### src/rtl/ecc_pkg.sv
// Shared SECDED definitions for the ECC encoder/decoder family:
// check-bit width, data-index <-> codeword-position mapping and status codes.
package ecc_pkg;

    typedef enum logic [1:0] {
        ST_NONE   = 2'b00,
        ST_CORR   = 2'b01,
        ST_ECC    = 2'b10,
        ST_UNCORR = 2'b11
    } ecc_sts_e;

    // Hamming bits P (smallest P with 2^P >= data_width+P+1) plus overall parity.
    function automatic int unsigned ecc_width(input int unsigned data_width);
        int unsigned p;
        p = 0;
        while ((32'd1 << p) < (data_width + p + 32'd1)) p++;
        return p + 32'd1;
    endfunction

    // Codeword position (1-based) holding data[idx]; powers of two are skipped.
    function automatic int unsigned data_pos(input int unsigned idx);
        int unsigned pos;
        pos = 32'd3;
        for (int unsigned k = 0; k < idx; k++) begin
            pos++;
            if ((pos & (pos - 32'd1)) == 32'd0) pos++;
        end
        return pos;
    endfunction

    // Inverse of data_pos for a non-power-of-two position.
    function automatic int unsigned pos_to_idx(input int unsigned pos);
        int unsigned lg;
        lg = 0;
        while ((32'd2 << lg) <= pos) lg++;
        return pos - lg - 32'd2;
    endfunction

endpackage

### src/rtl/ecc_syn_calc.sv
// Recomputes the Hamming check bits and the data parity of a word.
// Combinational; shared by the decoder and the parametrised encoder.
module ecc_syn_calc
    import ecc_pkg::*;
#(
    parameter  int unsigned DATA_WIDTH = 64,
    localparam int unsigned HAM_WIDTH  = ecc_width(DATA_WIDTH) - 1
) (
    input  logic [DATA_WIDTH-1:0] data,
    output logic [HAM_WIDTH-1:0]  ham_c,
    output logic                  data_par_c
);

    logic [HAM_WIDTH-1:0] contrib [DATA_WIDTH];

    // Each set data bit contributes its codeword position to the check bits.
    for (genvar i = 0; i < DATA_WIDTH; i++) begin : g_pos
        localparam int unsigned POS = data_pos(i);
        assign contrib[i] = data[i] ? HAM_WIDTH'(POS) : '0;
    end

    always_comb begin
        ham_c = '0;
        for (int unsigned i = 0; i < DATA_WIDTH; i++) ham_c ^= contrib[i];
    end

    assign data_par_c = ^data;

endmodule

### src/rtl/ecc_secded_dec_stream.sv
// Two-stage pipelined SECDED decoder with valid/ready flow control,
// single-bit correction, error classification and saturating error counters.
module ecc_secded_dec_stream
    import ecc_pkg::*;
#(
    parameter  int unsigned DATA_WIDTH = 64,
    parameter  int unsigned CNT_WIDTH  = 16,
    localparam int unsigned ECC_WIDTH  = ecc_width(DATA_WIDTH)
) (
    input  logic                  clk,
    input  logic                  rstn,
    input  logic                  in_valid,
    output logic                  in_ready,
    input  logic [DATA_WIDTH-1:0] in_data,
    input  logic [ECC_WIDTH-1:0]  in_ecc,
    output logic                  out_valid,
    input  logic                  out_ready,
    output logic [DATA_WIDTH-1:0] out_data,
    output logic [1:0]            out_err_sts,
    output logic [ECC_WIDTH-2:0]  out_syndrome,
    input  logic                  cnt_clr,
    output logic [CNT_WIDTH-1:0]  cnt_corr,
    output logic [CNT_WIDTH-1:0]  cnt_uncorr,
    output logic                  err_irq
);

    localparam int unsigned P = ECC_WIDTH - 1;
    localparam logic [P-1:0] LAST_POS = P'(DATA_WIDTH + P);

    logic [P-1:0]          ham_c;
    logic                  data_par_c;
    logic [P-1:0]          syn_c;
    logic                  mis_c;
    logic                  advance_c;
    logic                  out_hs_c;

    logic                  s1_valid;
    logic [DATA_WIDTH-1:0] s1_data;
    logic [P-1:0]          s1_syn;
    logic                  s1_mis;

    ecc_sts_e              sts_c;
    logic                  pow2_c;
    logic [DATA_WIDTH-1:0] flip_c;
    logic [DATA_WIDTH-1:0] fix_data_c;

    ecc_syn_calc #(.DATA_WIDTH(DATA_WIDTH)) u_syn (
        .data       (in_data),
        .ham_c      (ham_c),
        .data_par_c (data_par_c)
    );

    assign syn_c = in_ecc[P-1:0] ^ ham_c;
    assign mis_c = in_ecc[P] ^ data_par_c ^ (^in_ecc[P-1:0]);

    assign advance_c = !out_valid || out_ready;
    assign in_ready  = advance_c;
    assign out_hs_c  = out_valid && out_ready;

    // S=0 also passes the power-of-two test, which folds the parity-bit case in.
    always_comb begin
        sts_c  = ST_UNCORR;
        pow2_c = ((s1_syn & (s1_syn - P'(1))) == '0);
        if ((s1_syn == '0) && !s1_mis)         sts_c = ST_NONE;
        else if (s1_mis && pow2_c)             sts_c = ST_ECC;
        else if (s1_mis && (s1_syn <= LAST_POS)) sts_c = ST_CORR;
    end

    for (genvar i = 0; i < DATA_WIDTH; i++) begin : g_fix
        localparam logic [P-1:0] POS = P'(data_pos(i));
        assign flip_c[i] = (s1_syn == POS);
    end

    assign fix_data_c = (sts_c == ST_CORR) ? (s1_data ^ flip_c) : s1_data;

    // Whole pipeline moves together; output payload only updates on a valid word.
    always_ff @(posedge clk or negedge rstn) begin
        if (!rstn) begin
            s1_valid     <= 1'b0;
            s1_data      <= '0;
            s1_syn       <= '0;
            s1_mis       <= 1'b0;
            out_valid    <= 1'b0;
            out_data     <= '0;
            out_err_sts  <= ST_NONE;
            out_syndrome <= '0;
        end else if (advance_c) begin
            s1_valid  <= in_valid;
            out_valid <= s1_valid;
            if (in_valid) begin
                s1_data <= in_data;
                s1_syn  <= syn_c;
                s1_mis  <= mis_c;
            end
            if (s1_valid) begin
                out_data     <= fix_data_c;
                out_err_sts  <= sts_c;
                out_syndrome <= s1_syn;
            end
        end
    end

    // Statistics counted on the output handshake; clear beats increment.
    always_ff @(posedge clk or negedge rstn) begin
        if (!rstn) begin
            cnt_corr   <= '0;
            cnt_uncorr <= '0;
            err_irq    <= 1'b0;
        end else begin
            err_irq <= out_hs_c && (out_err_sts == ST_UNCORR);
            if (cnt_clr) begin
                cnt_corr   <= '0;
                cnt_uncorr <= '0;
            end else if (out_hs_c) begin
                if (((out_err_sts == ST_CORR) || (out_err_sts == ST_ECC)) && (cnt_corr != '1))
                    cnt_corr <= cnt_corr + CNT_WIDTH'(1);
                if ((out_err_sts == ST_UNCORR) && (cnt_uncorr != '1))
                    cnt_uncorr <= cnt_uncorr + CNT_WIDTH'(1);
            end
        end
    end

endmodule

### config.mk
export PLATFORM = sky130hd
export DESIGN_NAME = ecc_secded_dec_stream
export DESIGN_NICKNAME = d
export VERILOG_FILES = /design/src/rtl/ecc_pkg.sv /design/src/rtl/ecc_syn_calc.sv /design/src/rtl/ecc_secded_dec_stream.sv
export SDC_FILE = /design/constraint.sdc
export NUM_CORES = 1
export LEC_CHECK = 0
export ABC_AREA = 1
export CAP_MARGIN = 15
export CORE_MARGIN = 1
export CORE_UTILIZATION = 40
export DETAILED_ROUTE_END_ITERATION = 10
export GPL_TIMING_DRIVEN = 1
export PLACE_DENSITY = 0.63
export SYNTH_ARGS = -nofsm -noshare
export SYNTH_HDL_FRONTEND = slang
export SYNTH_SLANG_ARGS = --single-unit
### constraint.sdc
create_clock -name clk -period 2.92 [get_ports clk]
set_clock_uncertainty 0.1 [all_clocks]
set_input_delay 0.584 -clock clk [delete_from_list [all_inputs] [get_ports clk]]
set_output_delay 0.584 -clock clk [all_outputs]
set_load 0.02 [all_outputs]
Yosys cells after proc, flatten, opt, wreduce, memory -nomap -nowiden
Index checks and enable logic that the tools add are counted.
- flip-flop bits (word level): 180
- input port bits: 77
- output and inout port bits: 108
- word-level logic and storage cells: 249
- add/subtract/negate cells: 3
- $lt $le $gt $ge: 1
- eq/ne operators: 70
- muxes and demuxes: 74
- bitwise gates (word level): 68
- reductions and logical operators: 22
- operators with widths (operator ; count):
    $xor 7x7->7 ; 64
    $eq 7x6->1 const B ; 31
    $mux 6 ; 31
    $eq 7x5->1 const B ; 15
    $mux 16 ; 6
    $mux 5 ; 15
    $mux 64 ; 1
    $reduce_xor 64->1 ; 1
    $xor 64x64->64 ; 1
    $eq 7x4->1 const B ; 7
    $eq 7x7->1 const B ; 7
    $mux 7 ; 7
    $add 16x1->16 const B ; 2
    $ne 16x16->1 const B ; 2
    $mux 4 ; 7
    $eq 7x3->1 const B ; 3
    $logic_not 7->1 ; 2
    $mux 3 ; 3
    $mux 2 ; 4
    $reduce_and 2->1 ; 4
    $and 7x7->7 ; 1
    $eq 7x2->1 const B ; 1
    $le 7x7->1 const B ; 1
    $logic_and 1x1->1 ; 7
    8 further kinds ; 15

Longest topological paths before layout
- depth after elaboration: 65
- depth in mapped cells: 18

By module
From an unflattened synthesis, not the netlist that was laid out.
- cell total of the unflattened synthesis: 2115
- area total of the unflattened synthesis: 13190.2 µm²
- by module, submodules not included (module ; instances ; cells an instance ; area an instance (µm²) ; sequential area each (µm²)):
    ecc_secded_dec_stream ; 1 ; 1447 ; 10143.5 ; 4504.3
    ecc_syn_calc ; 1 ; 668 ; 3046.7 ; 0.0

Worst setup path after synthesis
Ideal clock, no wire load.
- path type: input-to-reg
- start: in in_data[36]
- end: reg s1_syn[5]
- data arrival time: 1.752 ns
- required time: 2.702 ns
- setup slack: 0.950 ns
- stages on the path: 13
- cell sequence: buf_2 > inv_1 > nand2_1 > nand2_1 > nand2_1 > nand2_1 > xor2_1 > xor2_1 > or2_1 > nand2_1 > nand2_1 > nand3_1 > nand2_1
- longest elaborated chain between the ends: 30
- RTL lines (what ; line ; RTL):
    from (decl) ; ecc_secded_dec_stream.sv:14 ; input logic [DATA_WIDTH-1:0] in_data,
    $mux 6 ; ecc_syn_calc.sv:19 ; assign contrib[i] = data[i] ? HAM_WIDTH'(POS) : '0;
    $xor 7x7->7 (28 in series) ; ecc_syn_calc.sv:24 ; for (int unsigned i = 0; i < DATA_WIDTH; i++) ham_c ^= contrib[i];
    $xor 7x7->7 ; ecc_secded_dec_stream.sv:53 ; assign syn_c = in_ecc[P-1:0] ^ ham_c;
    to (signal assigned) ; ecc_secded_dec_stream.sv:92 ; s1_syn <= syn_c;
    to (decl) ; ecc_secded_dec_stream.sv:39 ; logic [P-1:0] s1_syn;
No other way between the ends.
A chain may end at the register's enable or synchronous reset.

Worst setup path in the final report
- start: in out_ready
- end: out in_ready
- longest elaborated chain between the ends: 1
- RTL lines (what ; line ; RTL):
    from (decl) ; ecc_secded_dec_stream.sv:17 ; input logic out_ready,
    $logic_or 1x1->1 ; ecc_secded_dec_stream.sv:56 ; assign advance_c = !out_valid || out_ready;
    to (decl) ; ecc_secded_dec_stream.sv:13 ; output logic in_ready,
No other way between the ends.

==> metrics.txt <==
combinational family with the most area after synthesis=simple AND/OR/NAND/NOR gates; Seq/Total Area, Yosys=40.6%; fin nets=1822; CTS Buf Count=17; WL per Instance=15.8 um; Hold Crit Class=reg -> reg; cells on worst reg2reg path=10; Post-CTS Setup Bufs=0; startpoint types=input port; Hold Path Cell Cnt=2; gr ovfl total=0; final setup vio count=0; status=finished clean; fmax=375 MHz; Power Density=694 nW/um2; Fin. Hold Viols=0; Final ANT Viol Nets=0; Rel. slew slack=42.1%; kind of critical path=in -> out; minimum clock period=2.67 ns; FP Rows=60; Post-Route Setup TNS=0 ns; Ports=185; combinational share of power=39.2%; Synth Register Bits=180; starting DRC count in detailed routing=828; total track usage=24.4%; WP data required=2.24 ns; routability cong.=0.942; vias in the first global route=9973; syn_area_per_cell=7.09 um2; dpl hpwl=26200 um; peak supply drop=0.533 mV; RSZ-0062 raised after global routing=no; CTS tree=built; fillers=2664; NetSw=3800 uW; Distinct cells, synth=32; via density per instance=4.85; Seq pwr share=35.5%; Synth warnings=0; adder-cell share of the synthesized area=0.339%; clock latency at the later pin of the worst-skew pair=0.44 ns; Worst Max-Slew Pin Slew=0.868 ns; Tcrit/Tclk final=91.3%; CTS max path bufs=2; CP arrival=1.98 ns; R2R Setup Slk=0.47 ns; clock share of power=25.3%; Reg clk slew, reported paths=0.06 ns; Slew Limit Fails=0; Pre-antenna DRT Iters=5; Compound-Gate Fraction of Synth Area=4.92%; Die Width=168 um; number of diodes=0; total number of vias=10300; Routed WL=33500 um; Die ar.=28400 um2; CORE AREA=27100 um2; drt drc=0; Syn Inst Count=1562; syn nets=1642; largest net degree at the start of global routing=72; clock root cell=clkbuf_16; Leakage Power=0.00692 uW; Post-Synth XOR/XNOR Area=14.3%; initial core utilization=40.9%; initial antenna violation count=0; first-pass GRT wire length=53300 um; Max-cap violations=0; Post-Synth Simple-Gate Area=33.0%; share of cells above drive strength 1=4.79%; Final Util=51.8%; nature of the critical path endpoint=primary output; CP Max Fanout=4; CTS sink count=180; mux cell area share after synthesis=0%; internal power=5950 uW; cell area after synthesis=11100 um2; Max H-tree Level=4; Die Ht=168 um; Port Buf Inserts=184; sw frac=39.0%; area delta synth->final=26.8%
-- worst max-delay path, stage by stage --
cell,delay [ns]
clkdlybuf4s50_1,0.43
nor2_1,0.24
inv_1,0.16
clkdlybuf4s50_1,0.57
-- cells by family after synthesis --
| family | after synthesis |
|---|---|
| compound gates | 106 |
| xor+xnor | 180 |
| fa+ha+maj | 3 |
| buf+inv | 188 |
| flops | 180 |
| simple gates | 905 |
-- power groups by stage --
stage                     Combinational [uW]  Sequential, uW  Clock [uW]
after global routing                    4210            3530        2580
final                                   3820            3460        2460
after floorplan                         1860            3830           0
after detailed placement                3810            3500           0
after CTS                               3830            3460        2500
after global placement                  3770            3480           0
-- area by class of cell --
| type | instances | area, um2 | share of cell area (%) |
|---|---|---|---|
| inverter | 139 | 522 | 3.71 |
| clock buffer | 20 | 457 | 3.25 |
| tap | 372 | 465 | 3.31 |
| sequential | 180 | 4500 | 32.1 |
| timing repair buffer | 210 | 2090 | 14.9 |
| clock inverter | 12 | 168 | 1.19 |
| multi-input combinational | 1194 | 5840 | 41.6 |
-- through the flow --
| step | setup WS [ns] | total power (uW) | instance area, um2 | cells | hold slack [ns] |
|---|---|---|---|---|---|
| 6_report | 0.254 | 9750 | 14000 | 2127 | 0.377 |
| 2_1_floorplan | 0.950 | 5690 | 11100 | 1562 | 0.188 |
| 3_5_place_dp | 0.128 | 7310 | 13400 | 2094 | 0.365 |
| 5_1_grt | 0.182 | 10300 | 14000 | 2127 | 0.407 |
| 3_3_place_gp | 0.152 | 7250 | 13400 | 2094 | 0.362 |
| 4_1_cts | 0.248 | 9780 | 14000 | 2127 | 0.382 |
-- cells in the final DEF (no fill, tap or decap), drive strengths merged --
| cell type | Yosys | layout |
|---|---|---|
| o21ai | 83 | 83 |
| xnor2 | 112 | 112 |
| xor2 | 68 | 68 |
| nor4 | 5 | 5 |
| nor3 | 18 | 18 |
| nand3 | 94 | 94 |
| bufinv | 0 | 3 |
| buf | 16 | 26 |
| a22o | 1 | 1 |
| nand4 | 11 | 11 |
| clkinv | 0 | 4 |
| dfrtp | 180 | 180 |
| and3 | 2 | 2 |
| dlygate4sd3 | 0 | 1 |
| nand2 | 703 | 703 |
| or2 | 6 | 6 |
| ha | 3 | 3 |
| a21oi | 17 | 17 |
| inv | 139 | 144 |
| o31ai | 4 | 4 |
| clkdlybuf4s50 | 0 | 183 |
| nand3b | 2 | 2 |
| nor2 | 64 | 64 |
| a31oi | 1 | 1 |
| clkbuf | 33 | 20 |
-- path summary, 6_finish.rpt --
| check | from | end |
|---|---|---|
| min in group asynchronous | rstn | out_data[14]$_DFFE_PN0P_ |
| max | out_ready | in_ready |
| max in group asynchronous | rstn | s1_data[19]$_DFFE_PN0P_ |
| max reg2reg | s1_syn[5]$_DFFE_PN0P_ | out_data[53]$_DFFE_PN0P_ |
| min | out_data[27]$_DFFE_PN0P_ | out_data[27]$_DFFE_PN0P_ |
| min reg2reg | out_data[27]$_DFFE_PN0P_ | out_data[27]$_DFFE_PN0P_ |
-- sequential cells by signal, indices dropped and copies added, names as in the netlist --
name          count
err_irq           1
s1_data          64
s1_syn            7
s1_valid          1
s1_mis            1
cnt_corr         16
out_syndrome      7
cnt_uncorr       16
out_err_sts       2
out_data         64
out_valid         1
-- synth_stat cells --
master / n / area (um2)
a21oi_1: 17 / 85.1
a22o_1: 1 / 8.76
a31oi_1: 1 / 6.26
and3_1: 2 / 12.5
buf_2: 11 / 55.1
buf_4: 2 / 15.0
buf_6: 3 / 33.8
clkbuf_1: 33 / 124
dfrtp_1: 180 / 4500
ha_1: 3 / 37.5
inv_1: 125 / 469
inv_2: 14 / 52.6
nand2_1: 702 / 2640
nand2_2: 1 / 6.26
nand3_1: 90 / 450
nand3_2: 3 / 30.0
nand3_4: 1 / 17.5
nand3b_1: 2 / 15.0
nand4_1: 11 / 68.8
nor2_1: 62 / 233
nor2_2: 2 / 12.5
nor3_1: 15 / 75.1
nor3_2: 2 / 20.0
nor3_4: 1 / 16.3
nor4_1: 5 / 31.3
o21ai_0: 77 / 385
o21ai_1: 6 / 30.0
o31ai_1: 4 / 30.0
or2_1: 6 / 37.5
xnor2_1: 111 / 972
xnor2_2: 1 / 16.3
xor2_1: 68 / 596
-- timing repair --
| action | in CTS | in global routing |
|---|---|---|
| gates resized for setup | 0 | 0 |
| hold endpoints to repair | 8 | 0 |
| hold buffers | 1 | 0 |
-- per-layer routing --
| metal | up-vias | global-route usage, % | part of all wire (%) |
|---|---|---|---|
| li1 | 5181 | - | - |
| met1 | 4750 | 33.3 | 46 |
| met2 | 322 | 39.4 | 45 |
| met3 | 55 | 3.20 | 5.3 |
| met4 | 0 | 9.29 | 2.9 |
| met5 | - | 0 | 0 |
No activity file was read; power rests on OpenSTA's default activity.
